**src/rtl/axi_xbar_pkg.sv**
```systemverilog
// Shared AXI crossbar types: burst encodings, AR request payload and the
// per-burst record kept while read data is outstanding.
package axi_xbar_pkg;

  localparam int AXI_ID_W   = 4;
  localparam int AXI_ADDR_W = 32;
  localparam int AXI_LEN_W  = 4;
  localparam int AXI_SIZE_W = 3;

  localparam logic [1:0] BURST_FIXED = 2'b00;
  localparam logic [1:0] BURST_INCR  = 2'b01;
  localparam logic [1:0] BURST_WRAP  = 2'b10;

  typedef struct packed {
    logic [AXI_ID_W-1:0]   id;
    logic [AXI_ADDR_W-1:0] addr;
    logic [AXI_LEN_W-1:0]  len;
    logic [AXI_SIZE_W-1:0] size;
    logic [1:0]            burst;
  } ar_req_t;

  typedef struct packed {
    logic [AXI_ID_W-1:0]  id;
    logic [AXI_LEN_W-1:0] len;
  } track_entry_t;

endpackage

```
**src/rtl/rd_track_fifo.sv**
```systemverilog
// In-order record of issued read bursts awaiting their R beats.
// Head is read combinationally so the current beat can be checked in-cycle.
module rd_track_fifo
  import axi_xbar_pkg::*;
#(
  parameter type entry_t = track_entry_t,
  parameter int  DEPTH   = 4
) (
  input  logic                     clk,
  input  logic                     rst_n,
  input  logic                     push,
  input  entry_t                   din,
  input  logic                     pop,
  output entry_t                   head,
  output logic [$clog2(DEPTH):0]   count
);

  localparam int PTR_W = $clog2(DEPTH);

  entry_t           mem [DEPTH];
  logic [PTR_W-1:0] wr_ptr;
  logic [PTR_W-1:0] rd_ptr;

  always_ff @(posedge clk) begin
    if (push) mem[wr_ptr] <= din;
  end

  // Depth is a power of two, so pointer overflow is the modulo wrap.
  always_ff @(posedge clk or negedge rst_n) begin
    if (!rst_n) begin
      wr_ptr <= '0;
      rd_ptr <= '0;
      count  <= '0;
    end else begin
      if (push) wr_ptr <= wr_ptr + 1'b1;
      if (pop)  rd_ptr <= rd_ptr + 1'b1;
      case ({push, pop})
        2'b10:   count <= count + 1'b1;
        2'b01:   count <= count - 1'b1;
        default: ;
      endcase
    end
  end

  assign head = mem[rd_ptr];

endmodule

```
**src/rtl/ar_issue_ctrl.sv**
```systemverilog
// Issues AR requests from the pending FIFO with a bound on outstanding bursts,
// and checks returning R beats against the issued ID/length in order.
module ar_issue_ctrl
  import axi_xbar_pkg::*;
#(
  parameter int ID_WIDTH        = AXI_ID_W,
  parameter int ADDR_WIDTH      = AXI_ADDR_W,
  parameter int LEN_WIDTH       = AXI_LEN_W,
  parameter int SIZE_WIDTH      = AXI_SIZE_W,
  parameter int MAX_OUTSTANDING = 4
) (
  input  logic                               ACLK,
  input  logic                               ARESETn,
  input  logic                               fifo_empty,
  output logic                               fifo_pop,
  input  logic [ID_WIDTH-1:0]                front_ARID,
  input  logic [ADDR_WIDTH-1:0]              front_ARADDR,
  input  logic [LEN_WIDTH-1:0]               front_ARLEN,
  input  logic [SIZE_WIDTH-1:0]              front_ARSIZE,
  input  logic [1:0]                         front_ARBURST,
  output logic [ID_WIDTH-1:0]                ARID_M,
  output logic [ADDR_WIDTH-1:0]              ARADDR_M,
  output logic [LEN_WIDTH-1:0]               ARLEN_M,
  output logic [SIZE_WIDTH-1:0]              ARSIZE_M,
  output logic [1:0]                         ARBURST_M,
  output logic                               ARVALID_M,
  input  logic                               ARREADY_M,
  input  logic [ID_WIDTH-1:0]                RID_M,
  input  logic                               RLAST_M,
  input  logic                               RVALID_M,
  input  logic                               RREADY_M,
  output logic [$clog2(MAX_OUTSTANDING):0]   outstanding,
  output logic                               busy,
  output logic                               rlast_err,
  output logic                               rid_err
);

  localparam int               CNT_W    = $clog2(MAX_OUTSTANDING) + 1;
  localparam logic [CNT_W:0]   LIMIT    = (CNT_W + 1)'(MAX_OUTSTANDING);
  localparam logic [0:0]       ST_EMPTY = 1'b0;
  localparam logic [0:0]       ST_VALID = 1'b1;

  typedef struct packed {
    logic [ID_WIDTH-1:0]  id;
    logic [LEN_WIDTH-1:0] len;
  } trk_t;

  logic [0:0]           state;
  logic                 slot_free;
  logic                 ar_hs;
  logic [CNT_W:0]       inflight;
  logic                 r_beat;
  logic                 trk_empty;
  logic                 trk_pop;
  logic                 expected_last;
  logic [LEN_WIDTH-1:0] beat_cnt;
  trk_t                 trk_din;
  trk_t                 trk_head;

  assign ARVALID_M = (state == ST_VALID);
  assign ar_hs     = ARVALID_M & ARREADY_M;
  assign slot_free = ~ARVALID_M | ARREADY_M;

  // A pending ARVALID is charged against the limit even if it handshakes now.
  assign inflight  = {1'b0, outstanding} + {{CNT_W{1'b0}}, ARVALID_M};
  assign fifo_pop  = ~fifo_empty & slot_free & (inflight < LIMIT);

  always_ff @(posedge ACLK or negedge ARESETn) begin
    if (!ARESETn) begin
      state     <= ST_EMPTY;
      ARID_M    <= '0;
      ARADDR_M  <= '0;
      ARLEN_M   <= '0;
      ARSIZE_M  <= '0;
      ARBURST_M <= '0;
    end else begin
      case (state)
        ST_EMPTY: if (fifo_pop) state <= ST_VALID;
        ST_VALID: if (ar_hs && !fifo_pop) state <= ST_EMPTY;
        default:  state <= ST_EMPTY;
      endcase
      if (fifo_pop) begin
        ARID_M    <= front_ARID;
        ARADDR_M  <= front_ARADDR;
        ARLEN_M   <= front_ARLEN;
        ARSIZE_M  <= front_ARSIZE;
        ARBURST_M <= front_ARBURST;
      end
    end
  end

  assign trk_din.id  = ARID_M;
  assign trk_din.len = ARLEN_M;

  rd_track_fifo #(
    .entry_t (trk_t),
    .DEPTH   (MAX_OUTSTANDING)
  ) u_track (
    .clk   (ACLK),
    .rst_n (ARESETn),
    .push  (ar_hs),
    .din   (trk_din),
    .pop   (trk_pop),
    .head  (trk_head),
    .count (outstanding)
  );

  assign r_beat        = RVALID_M & RREADY_M;
  assign trk_empty     = (outstanding == '0);
  assign expected_last = (beat_cnt == trk_head.len);
  // Either an early RLAST or reaching the expected count closes the burst.
  assign trk_pop       = r_beat & ~trk_empty & (RLAST_M | expected_last);

  always_ff @(posedge ACLK or negedge ARESETn) begin
    if (!ARESETn) begin
      beat_cnt  <= '0;
      rlast_err <= 1'b0;
      rid_err   <= 1'b0;
    end else begin
      rlast_err <= 1'b0;
      rid_err   <= 1'b0;
      if (r_beat) begin
        if (trk_empty) begin
          rid_err <= 1'b1;
        end else begin
          rlast_err <= (RLAST_M != expected_last);
          rid_err   <= (RID_M != trk_head.id);
          if (trk_pop) beat_cnt <= '0;
          else         beat_cnt <= beat_cnt + 1'b1;
        end
      end
    end
  end

  assign busy = ARVALID_M | ~trk_empty;

endmodule

```
**config.mk**
```make
export PLATFORM = sky130hd
export DESIGN_NAME = ar_issue_ctrl
export DESIGN_NICKNAME = d
export VERILOG_FILES = /design/src/rtl/axi_xbar_pkg.sv /design/src/rtl/rd_track_fifo.sv /design/src/rtl/ar_issue_ctrl.sv
export SDC_FILE = /design/constraint.sdc
export NUM_CORES = 1
export LEC_CHECK = 0
export CORE_UTILIZATION = 50
export DETAILED_ROUTE_END_ITERATION = 8
export GPL_ROUTABILITY_DRIVEN = 0
export MAX_ROUTING_LAYER = met4
export PLACE_DENSITY = 0.9
export SYNTH_ARGS = -nofsm -noshare
export SYNTH_HDL_FRONTEND = slang
export SYNTH_SLANG_ARGS = --single-unit
```
**constraint.sdc**
```tcl
create_clock -name ACLK -period 6.69 [get_ports ACLK]
set_input_delay 1.0035 -clock ACLK [delete_from_list [all_inputs] [get_ports ACLK]]
set_output_delay 1.0035 -clock ACLK [all_outputs]
set_load 0.05 [all_outputs]
```
==> results.cfg <==
[finish]
nets = 397
syn2layout_area_growth_pct = 37.3
diodes = 0
drive_above_1_share = 0.190
final_common_cell = clkdlybuf4s50_1
finalInstanceArea_mm2 = 0.00502
final_cell_mix = clkdlybuf4s50_1, dfrtp_1, mux2_2

[setup_path]
r2r_end = u_track.count[2]
cp_max_fo = 7
rrSetupSlack_ns = 3.38
startpoint_type = primary input
crit_required_ns = 5.69
crit_type = in2out
cp.arrival_ns = 2.90
r2r_cells = 11
crit_end = fifo_pop
endpoint_kind = output pin
crit_path_start = ARREADY_M
r2r-start = u_track.rd_ptr[0]

[cts]
cts_hold_buf = 0
cts.root.buffer_cell = clkbuf_8
clk_pin_slew_ns = 0.08
clockBufferDepth = 2
numCtsBuffers = 9
cts_setup_buffers = 0
cts_tree = yes
clock-sinks = 91
ctsHtreeMaxLevel = 3
post_cts_resized = 0
clkLatencyLatePin_ns = 0.34

[synthesis]
syn-num-nets = 283
netlist_instances = 219
ys_types = 26
ys_ff_latch = 91
yosysWarnings = 0
synth_compound_area_frac = 0.0212
synth_simple_gate_area_share = 0.0321
syn_avg_cell_area_um2 = 16.7
synth_area_mm2 = 0.00366
synth_seq_area_share = 0.666
muxShareOfSynthArea = 0.199
synth_xor_area_frac = 0.0335
synthAdderAreaFrac = 0.0294
synth_top_family_by_area = multiplexers

[die]
top_level_ports = 109
fp.dieW_um = 87.6
num_rows = 30
start_util = 0.527
dieHeight_um = 87.6
core_mm2 = 0.00694
dieArea_mm2 = 0.00767

[detailed_routing]
drt-wirelength-per-cell_um = 15.5
ant_nets = 0
drc = 0
first_pass_iters = 4
viasPerCell = 5.08
routed_wl_mm = 6.72
drt_iter0_drc = 72
vias = 2200

[power_and_ir_drop]
power.density_mw_per_mm2 = 529
ir_drop_v = 0.000331
total_power_mw = 2.66
p_leak_nw = 2.01

[placement]
numPortBuffers = 108
place_area_mm2 = 0.00484
dp_hpwl_mm = 4.77

[timing]
tns_ns = 0
setup_viol = 0
period_share = 0.583
worstMarginPinSlew_ns = 0.779
finalHoldViolCount = 0
maxSlewViolCount = 0
fmaxAchievable_mhz = 256
finalClockSkew_ns = 0.00518
slew_headroom = 0.472
fin_crit_ns = 3.90
rsz0062_at_grt = no

[grt]
grt_use_total = 0.199
grt_pass1_wl_mm = 10.7
overflow = 0
grt_max_degree = 60
grt_pass1_vias = 2229
antenna_found_initial = 0

[job]
drv_cap = 0

[run_status]
status = finished, final reports clean

[hold_path]
hold_class = reg2reg
## worst max-delay path, stage by stage
cell	delay, ns
clkdlybuf4s50_1	0.57
a21boi_0	0.35
o21ai_4	0.10
inv_1	0.07
clkdlybuf4s50_1	0.80
## per-layer routing
metal	up-vias	track usage	routed length, µm
met2	77	0.318	3380
met4	0	0.0537	34
met5	-	-	0
met3	4	0.0584	409
met1	1098	0.249	2900
li1	1021	-	-
## synthesized netlist by cell type
master    count  area share
dfrtp_1      59        0.40
mux2_2       46        0.14
edfxtp_1     32        0.26
xnor2_1      10       0.024
nand2_1       9      0.0092
inv_1         8      0.0082
mux4_1        8       0.057
ha_1          7       0.024
o21ai_0       7      0.0096
buf_2         5      0.0068
and3_1        4      0.0068
nor2_1        4      0.0041
xor2_1        4      0.0096
nand3_1       3      0.0041
nor3_1        2      0.0027
a21boi_0      1      0.0021
a21o_1        1      0.0021
a22o_1        1      0.0024
and2_1        1      0.0017
buf_6         1      0.0031
clkbuf_1      1      0.0010
fa_1          1      0.0055
nand4_1       1      0.0017
nor2b_1       1      0.0017
o311a_1       1      0.0027
o311ai_1      1      0.0024
## metrics by stage
step                cells  utilization  setup slack, ns  hold WS, ns
finish                433        0.724             2.79        0.507
floorplan             219            -             3.73        0.493
global placement      418        0.697             2.86        0.485
CTS                   433        0.724             2.81        0.511
global route          433        0.724             2.74        0.523
detailed placement    418        0.697             2.82        0.492
## power breakdown
part / switching [mW] / leakage [nW] / internal [mW] / total, mW
Clock: 0.173 / 0.0963 / 0.168 / 0.341
Combinational: 0.812 / 0.927 / 0.536 / 1.35
Sequential: 0.159 / 0.989 / 0.810 / 0.969
## cell type report
class                   count  area [µm²]
flip-flops and latches     91        2440
fillers                   452        1920
multi-input cells         113        1160
repair buffers            110        1090
clock buffers               9         124
well taps                  96         120
clock inverters             6        57.6
inverters                   8        30.0
## kinds of logic after synthesis
logic type / after synthesis
AO/OA/AOI/OAI: 12
XOR/XNOR: 14
adder cells (fa/ha/maj): 8
buffers and inverters: 15
flip-flops: 91
multiplexers: 54
AND/OR/NAND/NOR: 25
## worst min-delay path by stage
| stage | from | to | slack [ns] | depth (start not counted) |
|---|---|---|---|---|
| floorplan | beat_cnt[2] | beat_cnt[2] | 0.49 | 1 |
| global placement | ARADDR_M[14] | ARADDR_M[14] | 0.48 | 1 |
| detailed placement | ARADDR_M[1] | ARADDR_M[1] | 0.49 | 1 |
| CTS | ARADDR_M[14] | ARADDR_M[14] | 0.51 | 1 |
| global route | ARADDR_M[1] | ARADDR_M[1] | 0.52 | 1 |
| finish | ARADDR_M[23] | ARADDR_M[23] | 0.51 | 1 |
## registers in the layout, indices dropped and copies added (netlist names)
name	cells
u_track.mem	32
ARID_M	4
u_track.count	3
rlast_err	1
rid_err	1
ARLEN_M	4
beat_cnt	4
ARVALID_M	1
ARSIZE_M	3
ARADDR_M	32
ARBURST_M	2
u_track.rd_ptr	2
u_track.wr_ptr	2
(Power assumes the default switching activity.)
